### src/rtl/smc_counter_lite19.sv
// Timing counter stage for the lite SMC: captures per-access timing and
// runs the CSLE / WS / CSTE down-counters feeding the state machine.
module smc_counter_lite19 #(
    parameter int WS_W = 8,
    parameter int TE_W = 2
) (
    input  logic            sys_clk19,
    input  logic            sys_reset19,
    input  logic            valid_access19,
    input  logic            le_enable19,
    input  logic            ws_enable19,
    input  logic            cste_enable19,
    input  logic            smc_done19,
    input  logic            mac_done19,
    input  logic [TE_W-1:0] cfg_csle19,
    input  logic [WS_W-1:0] cfg_ws19,
    input  logic [TE_W-1:0] cfg_cste19,
    input  logic [TE_W-1:0] cfg_oete19,
    output logic [TE_W-1:0] r_csle_count19,
    output logic [WS_W-1:0] r_ws_count19,
    output logic [TE_W-1:0] r_cste_count19,
    output logic [TE_W-1:0] r_csle_store19,
    output logic [WS_W-1:0] r_ws_store19,
    output logic [TE_W-1:0] r_cste_store19,
    output logic [TE_W-1:0] r_oete_store19
);

    logic            beat_reload;
    logic [TE_W-1:0] csle_next;
    logic [WS_W-1:0] ws_next;
    logic [TE_W-1:0] cste_next;

    // A finished beat of a multi-beat access restarts from the stored timing.
    assign beat_reload = smc_done19 & ~mac_done19 & ~valid_access19;

    always_comb begin
        csle_next = r_csle_count19;
        ws_next   = r_ws_count19;
        cste_next = r_cste_count19;
        if (valid_access19) begin
            csle_next = cfg_csle19;
            ws_next   = cfg_ws19;
            cste_next = cfg_cste19;
        end else if (beat_reload) begin
            csle_next = r_csle_store19;
            ws_next   = r_ws_store19;
            cste_next = r_cste_store19;
        end else begin
            if (le_enable19 && (r_csle_count19 != '0))
                csle_next = r_csle_count19 - TE_W'(1);
            if (ws_enable19 && (r_ws_count19 != '0))
                ws_next = r_ws_count19 - WS_W'(1);
            if (cste_enable19 && (r_cste_count19 != '0))
                cste_next = r_cste_count19 - TE_W'(1);
        end
    end

    always_ff @(posedge sys_clk19) begin
        if (sys_reset19) begin
            r_csle_count19 <= '0;
            r_ws_count19   <= '0;
            r_cste_count19 <= '0;
        end else begin
            r_csle_count19 <= csle_next;
            r_ws_count19   <= ws_next;
            r_cste_count19 <= cste_next;
        end
    end

    always_ff @(posedge sys_clk19) begin
        if (sys_reset19) begin
            r_csle_store19 <= '0;
            r_ws_store19   <= '0;
            r_cste_store19 <= '0;
            r_oete_store19 <= '0;
        end else if (valid_access19) begin
            r_csle_store19 <= cfg_csle19;
            r_ws_store19   <= cfg_ws19;
            r_cste_store19 <= cfg_cste19;
            r_oete_store19 <= cfg_oete19;
        end
    end

endmodule

### config.mk
export PLATFORM = sky130hd
export DESIGN_NAME = smc_counter_lite19
export DESIGN_NICKNAME = d
export VERILOG_FILES = /design/src/rtl/smc_counter_lite19.sv
export SDC_FILE = /design/constraint.sdc
export NUM_CORES = 1
export LEC_CHECK = 0
export BUFFER_PORTS_ARGS = -buffer_cell sky130_fd_sc_hd__buf_2
export CAP_MARGIN = 5
export CORE_MARGIN = 2
export CORE_UTILIZATION = 30
export CTS_CLUSTER_SIZE = 12
export DETAILED_ROUTE_END_ITERATION = 6
export PLACE_DENSITY = 0.64
export SLEW_MARGIN = 20
export SYNTH_ARGS = -nofsm -noshare
export SYNTH_HDL_FRONTEND = slang
export SYNTH_SLANG_ARGS = --single-unit
### constraint.sdc
create_clock -name sys_clk19 -period 3.6 [get_ports sys_clk19]
set_input_delay 0.18 -clock sys_clk19 [delete_from_list [all_inputs] [get_ports sys_clk19]]
set_output_delay 0.18 -clock sys_clk19 [all_outputs]
set_load 0.005 [all_outputs]
### Word-level counts from Yosys, hierarchy flattened

Cells that the tools add are included.
W data, S select, Z words.

| word-level totals | value |
|---|---|
| register bits | 26 |
| latch bits | 0 |
| memory bits (writable) | 0 |
| ROM bits | 0 |
| input port bits | 22 |
| memories | 0 |

| cells by class | value |
|---|---|
| $add $sub $neg | 3 |
| $mul | 0 |
| divide/modulo/power cells | 0 |
| order comparisons | 0 |
| eq/ne operators | 0 |
| shifts and indexed selects | 0 |
| multiplexer cells | 9 |
| bitwise gates (word level) | 4 |
| reductions and logical operators | 9 |

Operator list:

| kind | number |
|---|---|
| $mux W8 | 3 |
| $mux W2 | 6 |
| $reduce_bool A3 Y1 | 3 |
| $reduce_bool A8 Y1 | 1 |
| $sub A8 B1 Y8 const B | 1 |
| $reduce_bool A2 Y1 | 2 |
| $sub A2 B1 Y2 const B | 2 |
| $logic_and A1 B1 Y1 | 3 |
| $and A1 B1 Y1 | 2 |
| $not A1 Y1 | 2 |

### Longest topological paths before layout

Gate-level depths: netlist (run 1).

| logic depth | value |
|---|---|
| depth in word-level cells | 5 |
| mapped depth | 6 |

### Worst setup path before layout (run 1)

Ideal clock, no wire load.

| path | value |
|---|---|
| path kind | register to register |
| start point | reg r_ws_count19[1] |
| end point | reg r_ws_count19[7] |
| setup time | 0.132 ns |
| arrival | 1.494 ns |
| setup slack | 1.974 ns |
| stages on the path, launching flop included | 7 |
| buffers on the path | 0 |
| clock period less this slack | 1.626 ns |
| cell sequence | dfxtp_1 -> inv_1 -> ha_1 -> or4b_4 -> o21a_2 -> o221ai_2 -> a221oi_2 |

| between the ends | value |
|---|---|
| cells in the longest elaborated chain, start to end | 4 |
| elaborated cells on any way between the ends | 7 |
| classes of those cells | add/sub (1); mux (3); reduce/logical (3) |

Ends and longest elaborated chain:

| element | RTL line | RTL |
|---|---|---|
| from (decl) | 20 | `output logic [WS_W-1:0] r_ws_count19,` |
| from (signal assigned) | 65 | `r_ws_count19 <= ws_next;` |
| $sub A8 B1 Y8 | 52 | `ws_next = r_ws_count19 - WS_W'(1);` |
| $mux W8 | 51 | `if (ws_enable19 && (r_ws_count19 != '0))` |
| $mux W8 | 44 | `end else if (beat_reload) begin` |
| $mux W8 | 40 | `if (valid_access19) begin` |

Parallel ways exist; a longest one is shown, timed or not. The select of a mux whose other input is x is not followed.
A chain may end at the register's enable or synchronous reset.

### Final worst setup path (run 1)

| path | value |
|---|---|
| start point | reg r_ws_count19[0] |
| end point | reg r_ws_count19[4] |

The elaborated chain is that of the path after synthesis.

==> results of run 1 <==
[synth_stat cells, drive strengths merged (2+ instances only)]
| library cell | number | area, sq um |
|---|---|---|
| a211oi | 7 | 57.6 |
| a21oi | 14 | 70.1 |
| a221oi | 3 | 32.5 |
| a311oi | 4 | 35.0 |
| a32o | 3 | 30.0 |
| buf | 7 | 72.6 |
| clkbuf | 3 | 31.3 |
| dfxtp | 26 | 521 |
| ha | 4 | 50.1 |
| inv | 8 | 30.0 |
| mux2i | 7 | 70.1 |
| nand2 | 19 | 71.3 |
| nand2b | 4 | 25.0 |
| nand3 | 8 | 40.0 |
| nor2 | 18 | 75.1 |
| nor3 | 3 | 15.0 |
| nor3b | 3 | 22.5 |
| nor4 | 2 | 18.8 |
| o211ai | 4 | 30.0 |
| o21ai | 4 | 31.3 |
[worst max-delay path: stages, from the launching register on]
cell and delay, ns:
dfxtp_1 0.38, inv_1 0.10, ha_1 0.16, or4b_4 0.48, o21ai_4 0.20, a21oi_1 0.13
a32o_1 0.24
[cells by family after synthesis]
kind of cell / synth area share (%)
mux: 4.85
buf+inv: 9.26
xor+xnor: 0.606
flops: 36.0
fa+ha+maj: 3.46
compound gates: 22.9
simple gates: 22.9
[cell usage in the layout, fill, tap and decap left out, drive strengths merged, types with 3 or more instances in the layout]
| cell type | n |
|---|---|
| buf | 47 |
| dfxtp | 26 |
| nand2 | 19 |
| nor2 | 18 |
| a21oi | 14 |
| nand3 | 8 |
| inv | 8 |
| mux2i | 7 |
| a211oi | 7 |
| nand2b | 4 |
| o211ai | 4 |
| a311oi | 4 |
| ha | 4 |
| o21ai | 4 |
| a32o | 3 |
| nor3 | 3 |
| nor3b | 3 |
| clkbuf | 3 |
| a221oi | 3 |
[area by class of cell]
type                       instances  area (sq um)
timing repair buffer              47           235
fill                             510          2980
clock inverter                     1          30.0
inverter                           8          30.0
clock buffer                       3          41.3
multi-input combinational        121           791
tap                               54          67.6
sequential                        26           520
[power by group]
part | switching [mW] | leakage, nW | internal (mW)
sequential | 0.0255 | 0.215 | 0.311
clock | 0.0976 | 0.0357 | 0.149
combinational | 0.0980 | 0.506 | 0.0833
[how the worst max path moves through the flow]
stage / end / from / slack (ns)
2_1_floorplan: r_ws_count19[7] / r_ws_count19[1] / 1.97
3_3_place_gp: r_ws_count19[3] / r_ws_count19[0] / 1.83
3_5_place_dp: r_ws_count19[4] / r_ws_count19[1] / 1.83
4_1_cts: r_ws_count19[4] / r_ws_count19[0] / 1.80
5_1_grt: r_ws_count19[4] / r_ws_count19[0] / 1.71
6_report: r_ws_count19[4] / r_ws_count19[0] / 1.79
[state kept, by name, summed over array words and instances, names as in the netlist]
signal,flops
r_ws_store19,8
r_ws_count19,8
r_cste_store19,2
r_csle_store19,2
r_oete_store19,2
r_csle_count19,2
r_cste_count19,2
[routing by layer]
layer	up-vias	wire (um)	global-route usage, %
li1	689	-	-
met1	618	1760	19.7
met2	30	1670	24.0
met3	2	157	2.19
met4	0	24	4.85
met5	-	0	0
[metrics by stage]
stage	power, mW	utilization [%]	instance area [sq um]	setup WS (ns)
2_1_floorplan	0.470	-	1450	1.97
3_5_place_dp	0.524	35.0	1640	1.83
3_3_place_gp	0.524	35.0	1640	1.83
5_1_grt	0.811	36.6	1720	1.71
6_report	0.765	36.6	1720	1.79
4_1_cts	0.774	36.6	1720	1.80
==> results by group, run 1 <==
Yosys
  – Cells after Synth: 165
  – Synth Cell Area: 0.00145 sq mm
  – Synth Flop Type: dfxtp_1
  – Synthesis Warnings: 0
  – Flops & latches, synth: 26
  – Post-synth EDFFs: 0
  – Asr flop ratio synth: 0%
  – Synthesized Nets: 191
  – Syn avg cell area: 8.76 sq um
  – Yosys cell types: 43
  – Register area share after synthesis: 36.0%

Route
  – Via density per instance: 5.15
  – Post-DR wirelength/cell: 13.9 um
  – Final WL: 3610 um
  – TritonRoute pass-1 iters: 4
  – Via count: 1339
  – Routed Antenna Nets: 0
  – DRC: 0
  – Initial DRC Count: 53

Worst hold path
  – Hold WC Path Type: input port to register
  – Hold path start: cfg_oete19[0]
  – Worst hold path depth: 3
  – Hold Path Sink: r_oete_store19[0]

Status
  – Outcome: completed

Critical path
  – Critical path class: register to register
  – FF-to-FF setup slack: 1.79 ns
  – Reg2reg end: r_ws_count19[4]
  – Path depth of the worst reg2reg path: 6
  – Setup crit start kind: register
  – Crit Reg-Reg Startpoint: r_ws_count19[0]
  – Worst endpoint required time: 3.77 ns
  – CP arrival: 1.98 ns
  – Critical Path End Type: register
  – Worst-path maximum fanout: 6

Global routing
  – Overflow after GRT: 0
  – Vias in the first global route: 1360
  – GRT Overall Usage: 14.6%
  – Largest net degree at the start of global routing: 30
  – First-pass GRT wire length: 6230 um
  – Initial antenna violation count: 0

Final layout
  – Layout cell share with drive strength beyond 1: 29.1%
  – Layout Cells excl Fill: 260
  – Layout Nets: 233
  – N_diodes: 0
  – Area grow syn2layout: 18.7%

Die
  – I/O Pins: 48
  – Full die area: 0.00539 sq mm
  – Die X: 73.4 um
  – Core area: 0.00469 sq mm
  – Initial core utilization: 30.8%
  – Die H: 73.4 um
  – Num rows: 25

Placement
  – Placed cell count: 256
  – Dpl hpwl: 2650 um
  – Gpl congestion: 0.842
  – Port bufs: 47

STA
  – Final Setup Violations: 0
  – Clock Skews: 0.00736 ns
  – Final Hold Slack: 0.139 ns
  – Final hold violations: 0
  – Period utilisation layout: 50.3%
  – Fin crit period: 1.81 ns
  – Worst slew pin tran: 0.717 ns
  – RSZ-0062 raised after global routing: no
  – Total negative slack: 0 ns
  – Fmax: 0.553 GHz
  – Slew HR: 52.2%
  – Final Max Tran Viols: 0

Clocking
  – TritonCTS buffer count: 3
  – Root Buffer: clkbuf_8
  – CTS H-tree lvls: 1
  – Hold-fix buffers, CTS: 0
  – Post-CTS Setup Bufs: 0
  – Clk pin slew, worst setup/hold paths: 0.10 ns
  – Post-cts sizing count: 0
  – TritonCTS clock tree: yes
  – Longest Clk Path Bufs: 2
  – Clock sink count: 26
  – Clk_lat worst skew: 0.27 ns

Power and ir drop
  – Power density over cell area: 446 mW/mm^2
  – Peak VDD IR: 0.188 mV
  – Leak: 0.757 nW

Job
  – Max cap viols: 0
Note: power is estimated with default switching activity, not from simulation.
==> inputs of run 2 (changes only) <==
--- a/config.mk
+++ b/config.mk
@@ -11,7 +11,7 @@
 export CORE_UTILIZATION = 30
 export CTS_CLUSTER_SIZE = 12
 export DETAILED_ROUTE_END_ITERATION = 6
-export PLACE_DENSITY = 0.64
+export PLACE_DENSITY = 0.66
 export SLEW_MARGIN = 20
 export SYNTH_ARGS = -nofsm -noshare
 export SYNTH_HDL_FRONTEND = slang
==> constraint.sdc (replaced) <==
create_clock -name sys_clk19 -period 1.6 [get_ports sys_clk19]
set_input_delay 0.08 -clock sys_clk19 [delete_from_list [all_inputs] [get_ports sys_clk19]]
set_output_delay 0.08 -clock sys_clk19 [all_outputs]
set_load 0.005 [all_outputs]
==> results by group, run 2 (synthesis results as in run 1) <==
Status
  – Outcome: complete, but fails checks
  – Failing checks: setup timing

STA
  – Final Hold Slack: 0.0484 ns (-0.0902 ns)
  – Period utilisation layout: 104% (+54 points)
  – Slew HR: 64.1% (+12 points)
  – Fmax: 0.599 GHz (+8.4%)
  – PnR worst setup slack: -0.0694 ns (-1.86 ns)
  – Final Max Tran Viols: 0 (unchanged)
  – RSZ-0062 raised after global routing: yes
  – Fin crit period: 1.67 ns (-0.140 ns)
  – Worst slew pin tran: 0.539 ns (-0.178 ns)
  – Final Setup Violations: 6 (+6)
  – Clock Skews: 0.00509 ns (-0.00227 ns)
  – Final hold violations: 0 (unchanged)

Critical path
  – FF-to-FF setup slack: -0.07 ns (-1.86 ns)
  – Setup crit start kind: register
  – Cell Chain, Critical Path: inv_2 > ha_1 > or4b_4 > o21ai_4 > nand2_2 > a311oi_2
  – Reg2reg end: r_ws_count19[0]
  – Critical Path End Type: register
  – CP max stage delay: 0.48 ns (about the same)
  – WP buf/inv: 1 (unchanged)
  – Path depth of the worst reg2reg path: 6 (unchanged)
  – Worst endpoint required time: 1.78 ns (-1.99 ns)
  – Worst-path maximum fanout: 4 (-2)
  – CP delay by family, top: simple AND/OR/NAND/NOR gates
  – Max stage delay cell, worst path: or4b_4
  – Crit Reg-Reg Startpoint: r_ws_count19[0]
  – Critical path class: register to register
  – CP arrival: 1.85 ns (-0.13 ns)

Final layout
  – Core Util, Final: 38.3% (+1.8 points)
  – Most common cell after layout, fill and taps aside: buf_2
  – Fill count: 500 (-2.0%)
  – Largest regs: r_ws_count19 (8), r_ws_store19 (8)
  – FF+latch area: 523 sq um (+0.48%)
  – Most frequent cells in the layout: buf_2 (47), dfxtp_1 (24), nand2_1 (18), nor2_1 (17), a21oi_1 (13)
  – Area grow syn2layout: 24.5%
  – Layout cell share with drive strength beyond 1: 36.3% (+7.2 points)
  – Layout Nets: 242 (+3.9%)
  – Layout Cells excl Fill: 269 (+3.5%)
  – Area of the multi-input gates: 821 sq um (+3.8%)
  – N_diodes: 0 (unchanged)

Die
  – Num rows: 25 (unchanged)
  – Die H: 73.4 um (unchanged)
  – Die X: 73.4 um (unchanged)
  – Initial core utilization: 30.8% (unchanged)
  – Core area: 0.00469 sq mm (unchanged)
  – I/O Pins: 48 (unchanged)
  – Full die area: 0.00539 sq mm (unchanged)

Route
  – Routed Antenna Nets: 0 (unchanged)
  – Via density per instance: 5.16 (+0.12%)
  – Post-DR wirelength/cell: 13.7 um (-1.2%)
  – TritonRoute pass-1 iters: 4 (unchanged)
  – DRC: 0 (unchanged)
  – Initial DRC Count: 92 (+74%)
  – Final WL: 3690 um (+2.2%)
  – Via count: 1387 (+3.6%)

Clocking
  – Longest Clk Path Bufs: 2 (unchanged)
  – TritonCTS buffer count: 3 (unchanged)
  – Clk pin slew, worst setup/hold paths: 0.10 ns (about the same)
  – Root Buffer: clkbuf_8
  – TritonCTS clock tree: yes
  – Clock sink count: 26 (unchanged)
  – CTS H-tree lvls: 1 (unchanged)
  – Clk_lat worst skew: 0.27 ns (about the same)

Global routing
  – Overflow after GRT: 0 (unchanged)
  – First-pass GRT wire length: 6150 um (-1.3%)
  – GRT Overall Usage: 14.2% (-0.40 points)
  – Initial antenna violation count: 0 (unchanged)
  – Largest net degree at the start of global routing: 26 (-13%)
  – Vias in the first global route: 1317 (-3.2%)

Placement
  – Port bufs: 47 (unchanged)
  – Dpl hpwl: 2730 um (+2.7%)
  – Gpl congestion: 0.886 (+5.2%)
  – Placed cell count: 264 (+3.1%)

Job
  – Max cap viols: 0 (unchanged)

Worst hold path
  – Hold path start: cfg_oete19[1]
  – Hold WC Path Type: input port to register
  – Worst hold path depth: 3 (unchanged)
  – Hold Path Sink: r_oete_store19[1]

Power and ir drop
  – Leak: 0.799 nW (+5.6%)
  – Total Power: 1.65 mW (+120%)
  – Peak VDD IR: 0.387 mV (+110%)
  – Power density over cell area: 920 mW/mm^2 (+110%)
## run 2: worst max-delay path by stage
stage / start / end / slack (ns) / cells past startpoint
after floorplan: r_ws_count19[1] / r_ws_count19[7] / 0.009 / 6
after global placement: r_ws_count19[0] / r_ws_count19[7] / -0.003 / 6
after detailed placement: r_ws_count19[0] / r_ws_count19[4] / -0.03 / 6
after CTS: r_ws_count19[0] / r_ws_count19[2] / -0.04 / 6
after global routing: r_ws_count19[0] / r_ws_count19[0] / -0.12 / 6
final: r_ws_count19[0] / r_ws_count19[0] / -0.07 / 6
## run 2: final cells by class
| type | instances | share of cell area, % |
|---|---|---|
| Inverter | 8 | 1.67 |
| Multi-Input combinational cell | 121 | 45.6 |
| Timing Repair Buffer | 56 | 16.8 |
| Tap cell | 54 | 3.76 |
| Sequential cell | 26 | 29.1 |
| Clock buffer | 4 | 3.06 |
## run 2: metrics by stage
stage	cell area [sq um]	setup TNS [ns]	setup WS [ns]
floorplan	1450	0	0.00938
global placement	1710	-0.00782	-0.00296
detailed placement	1710	-0.0732	-0.0254
CTS	1770	-0.161	-0.0420
global route	1800	-0.538	-0.121
finish	1800	-0.168	-0.0694
## run 2: power by group
group          internal, mW  total, mW  switching (mW)
sequential            0.702      0.743          0.0419
clock                 0.220      0.437           0.216
combinational         0.221      0.474           0.253
total                  1.14       1.65           0.511
## run 2: repair_timing
action	4_1_cts	5_1_grt
endpoints found under the setup margin	6	8
buffers inserted	0	1
hold buffers	0	0
pin swaps	4	7
gates cloned	0	0
gates resized for setup	1	4
## run 2: tightest hold or removal path: stages
cell and delay, ns:
buf_2 0.08, mux2i_1 0.05, nor2_1 0.08
## run 2: per-layer routing
layer	GRT usage, %	vias up	wire (um)
met5	0	-	0
met4	3.43	0	0
met3	2.47	0	194
met2	23.4	38	1760
met1	19.4	648	1740
li1	-	701	-
==> inputs of run 3 (changes only) <==
--- a/config.mk
+++ b/config.mk
@@ -5,9 +5,10 @@
 export SDC_FILE = /design/constraint.sdc
 export NUM_CORES = 1
 export LEC_CHECK = 0
+export ABC_CLOCK_PERIOD_IN_PS = 1600
 export BUFFER_PORTS_ARGS = -buffer_cell sky130_fd_sc_hd__buf_2
 export CAP_MARGIN = 5
-export CORE_MARGIN = 2
+export CORE_MARGIN = 3
 export CORE_UTILIZATION = 30
 export CTS_CLUSTER_SIZE = 12
 export DETAILED_ROUTE_END_ITERATION = 6
==> results by group, run 3 (synthesis results as in run 1) <==
Route
  – Via count: 1417 (+2.2%)
  – DRC: 0 (unchanged)
  – Final WL: 3760 um (+1.9%)
  – Initial DRC Count: 77 (-16%)
  – Post-DR wirelength/cell: 13.9 um (+1.5%)
  – Via density per instance: 5.25 (+1.8%)
  – Routed Antenna Nets: 0 (unchanged)
  – TritonRoute pass-1 iters: 4 (unchanged)

Final layout
  – Most frequent cells in the layout: buf_2 (47), dfxtp_1 (24), nand2_1 (18), nor2_1 (17)
  – Layout Nets: 246 (+1.7%)
  – N_diodes: 0 (unchanged)
  – Layout cell share with drive strength beyond 1: 36.7% (+0.42 points)
  – Core Util, Final: 40.1% (+1.8 points)
  – Final instance area: 0.00181 sq mm (+0.42%)
  – Area grow syn2layout: 25.0%
  – Largest regs: r_ws_count19 (8), r_ws_store19 (8)
  – Most common cell after layout, fill and taps aside: buf_2
  – Fill count: 491 (-1.8%)
  – Layout Cells excl Fill: 270 (+0.37%)

Global routing
  – Initial antenna violation count: 0 (unchanged)
  – Overflow after GRT: 0 (unchanged)
  – Vias in the first global route: 1332 (+1.1%)
  – First-pass GRT wire length: 6090 um (-0.89%)
  – Largest net degree at the start of global routing: 26 (unchanged)
  – GRT Overall Usage: 13.8% (-0.50 points)

Placement
  – Dpl hpwl: 2890 um (+6.1%)
  – Placed cell count: 264 (unchanged)
  – Port bufs: 47 (unchanged)
  – DP Area: 0.00173 sq mm (+0.73%)
  – Gpl congestion: 0.842 (-5.0%)

Critical path
  – WP buf/inv: 1 (unchanged)
  – Worst endpoint required time: 1.77 ns (about the same)
  – Cell Chain, Critical Path: inv_2 > ha_1 > or4b_4 > o21ai_4 > a21oi_2 > a32o_1
  – FF-to-FF setup slack: -0.03 ns (+0.04 ns)
  – Max stage delay cell, worst path: or4b_4
  – Cell count along the critical path: 6 (unchanged)
  – Crit Reg-Reg Startpoint: r_ws_count19[0]
  – Reg2reg end: r_ws_count19[4]
  – Path depth of the worst reg2reg path: 6 (unchanged)
  – Critical path class: register to register
  – CP Launch Point: r_ws_count19[0]
  – CP max stage delay: 0.48 ns (about the same)
  – Worst-path maximum fanout: 4 (unchanged)
  – CP delay by family, top: compound AO/OA/AOI/OAI gates
  – CP arrival: 1.79 ns (-0.06 ns)
  – Setup crit start kind: register
  – CP Capture Point: r_ws_count19[4]
  – Critical Path End Type: register

Status
  – Failing checks: setup timing
  – Outcome: complete, but fails checks

Die
  – Die H: 75.4 um (+2.7%)
  – Num rows: 24 (-4.0%)
  – Core area: 0.00450 sq mm (-4.0%)
  – Full die area: 0.00569 sq mm (+5.5%)
  – Die X: 75.4 um (+2.7%)
  – Initial core utilization: 32.1% (+1.3 points)
  – I/O Pins: 48 (unchanged)

Clocking
  – Clk_lat worst skew: 0.27 ns (about the same)
  – CTS H-tree lvls: 1 (unchanged)
  – Longest Clk Path Bufs: 2 (unchanged)
  – Clock sink count: 26 (unchanged)
  – TritonCTS buffer count: 3 (unchanged)
  – TritonCTS clock tree: yes
  – Root Buffer: clkbuf_8
  – Hold-fix buffers, CTS: 0 (unchanged)
  – Clk pin slew, worst setup/hold paths: 0.09 ns (about the same)

STA
  – Final hold violations: 0 (unchanged)
  – PnR worst setup slack: -0.0250 ns (+0.0444 ns)
  – Period utilisation layout: 102% (-2.8 points)
  – Final Max Tran Viols: 0 (unchanged)
  – RSZ-0062 raised after global routing: yes
  – Worst slew pin tran: 0.495 ns (-0.0438 ns)
  – Clock Skews: 0.00458 ns (-0.000514 ns)
  – Fin crit period: 1.63 ns (-0.0444 ns)
  – Final Hold Slack: 0.0404 ns (-0.00793 ns)
  – Slew HR: 67.0% (+2.9 points)
  – Fmax: 0.615 GHz (+2.7%)
  – Final Setup Violations: 5 (-1)

Power and ir drop
  – Leak: 0.812 nW (+1.6%)
  – Total Power: 1.60 mW (-3.3%)
  – Power density over cell area: 885 mW/mm^2 (-3.7%)
  – Peak VDD IR: 0.302 mV (-22%)

Worst hold path
  – Hold WC Path Type: input port to register

Job
  – Max cap viols: 0 (unchanged)
run 3: cell types whose count changed in the layout (fill, tap and decap cells not counted), sizes merged:
cell    delta
buf        +4
clkbuf     -1
run 3: layout make-up:
type                            instances  area [sq um]  area share, %
Timing Repair Buffer                   60           333           18.4
Clock buffer                            3          41.3           2.29
Multi-Input combinational cell        121           815           45.1
Tap cell                               52          65.1           3.60
Inverter                                8          30.0           1.66
Sequential cell                        26           523           28.9
run 3: timing repair:
action | in CTS | in global routing
gates cloned | 0 | 0
buffers inserted | 2 | 1
pin swaps | 3 | 2
setup endpoints to repair | 6 | 8
resized for setup | 2 | 2
run 3: worst min-delay path, stage by stage:
cell     delay (ns)
buf_2          0.08
mux2i_1        0.05
nor2_1         0.07
run 3: where the power goes:
group | leakage (nW) | internal (mW) | switching (mW)
registers | 0.216 | 0.702 | 0.0427
logic | 0.574 | 0.230 | 0.250
clock network | 0.0216 | 0.169 | 0.206
total | 0.812 | 1.10 | 0.499
run 3: per-layer routing:
| metal | vias up | routed length, um | global-route usage (%) |
|---|---|---|---|
| met1 | 661 | 1650 | 18.2 |
| met2 | 47 | 1810 | 23.4 |
| li1 | 705 | - | - |
| met5 | - | 0 | 0 |
| met4 | 0 | 24 | 2.91 |
| met3 | 4 | 277 | 2.51 |
run 3: how the worst min path moves through the flow:
stage | start | end | slack, ns | cells past startpoint
after detailed placement | cfg_oete19[1] | r_oete_store19[1] | 0.33 | 3
after global placement | cfg_oete19[0] | r_oete_store19[0] | 0.31 | 3
after global routing | cfg_ws19[6] | r_ws_store19[6] | 0.08 | 3
after CTS | cfg_oete19[0] | r_oete_store19[0] | 0.04 | 3
final | cfg_oete19[1] | r_oete_store19[1] | 0.04 | 3
after floorplan | cfg_ws19[7] | r_ws_store19[7] | 0.22 | 2
run 3: per-stage QoR:
stage,TNS [ns],setup slack (ns)
floorplan,0,0.00938
global placement,-0.0158,-0.00488
detailed placement,-0.130,-0.0304
CTS,-0.0265,-0.0119
global route,-0.679,-0.114
finish,-0.0937,-0.0250
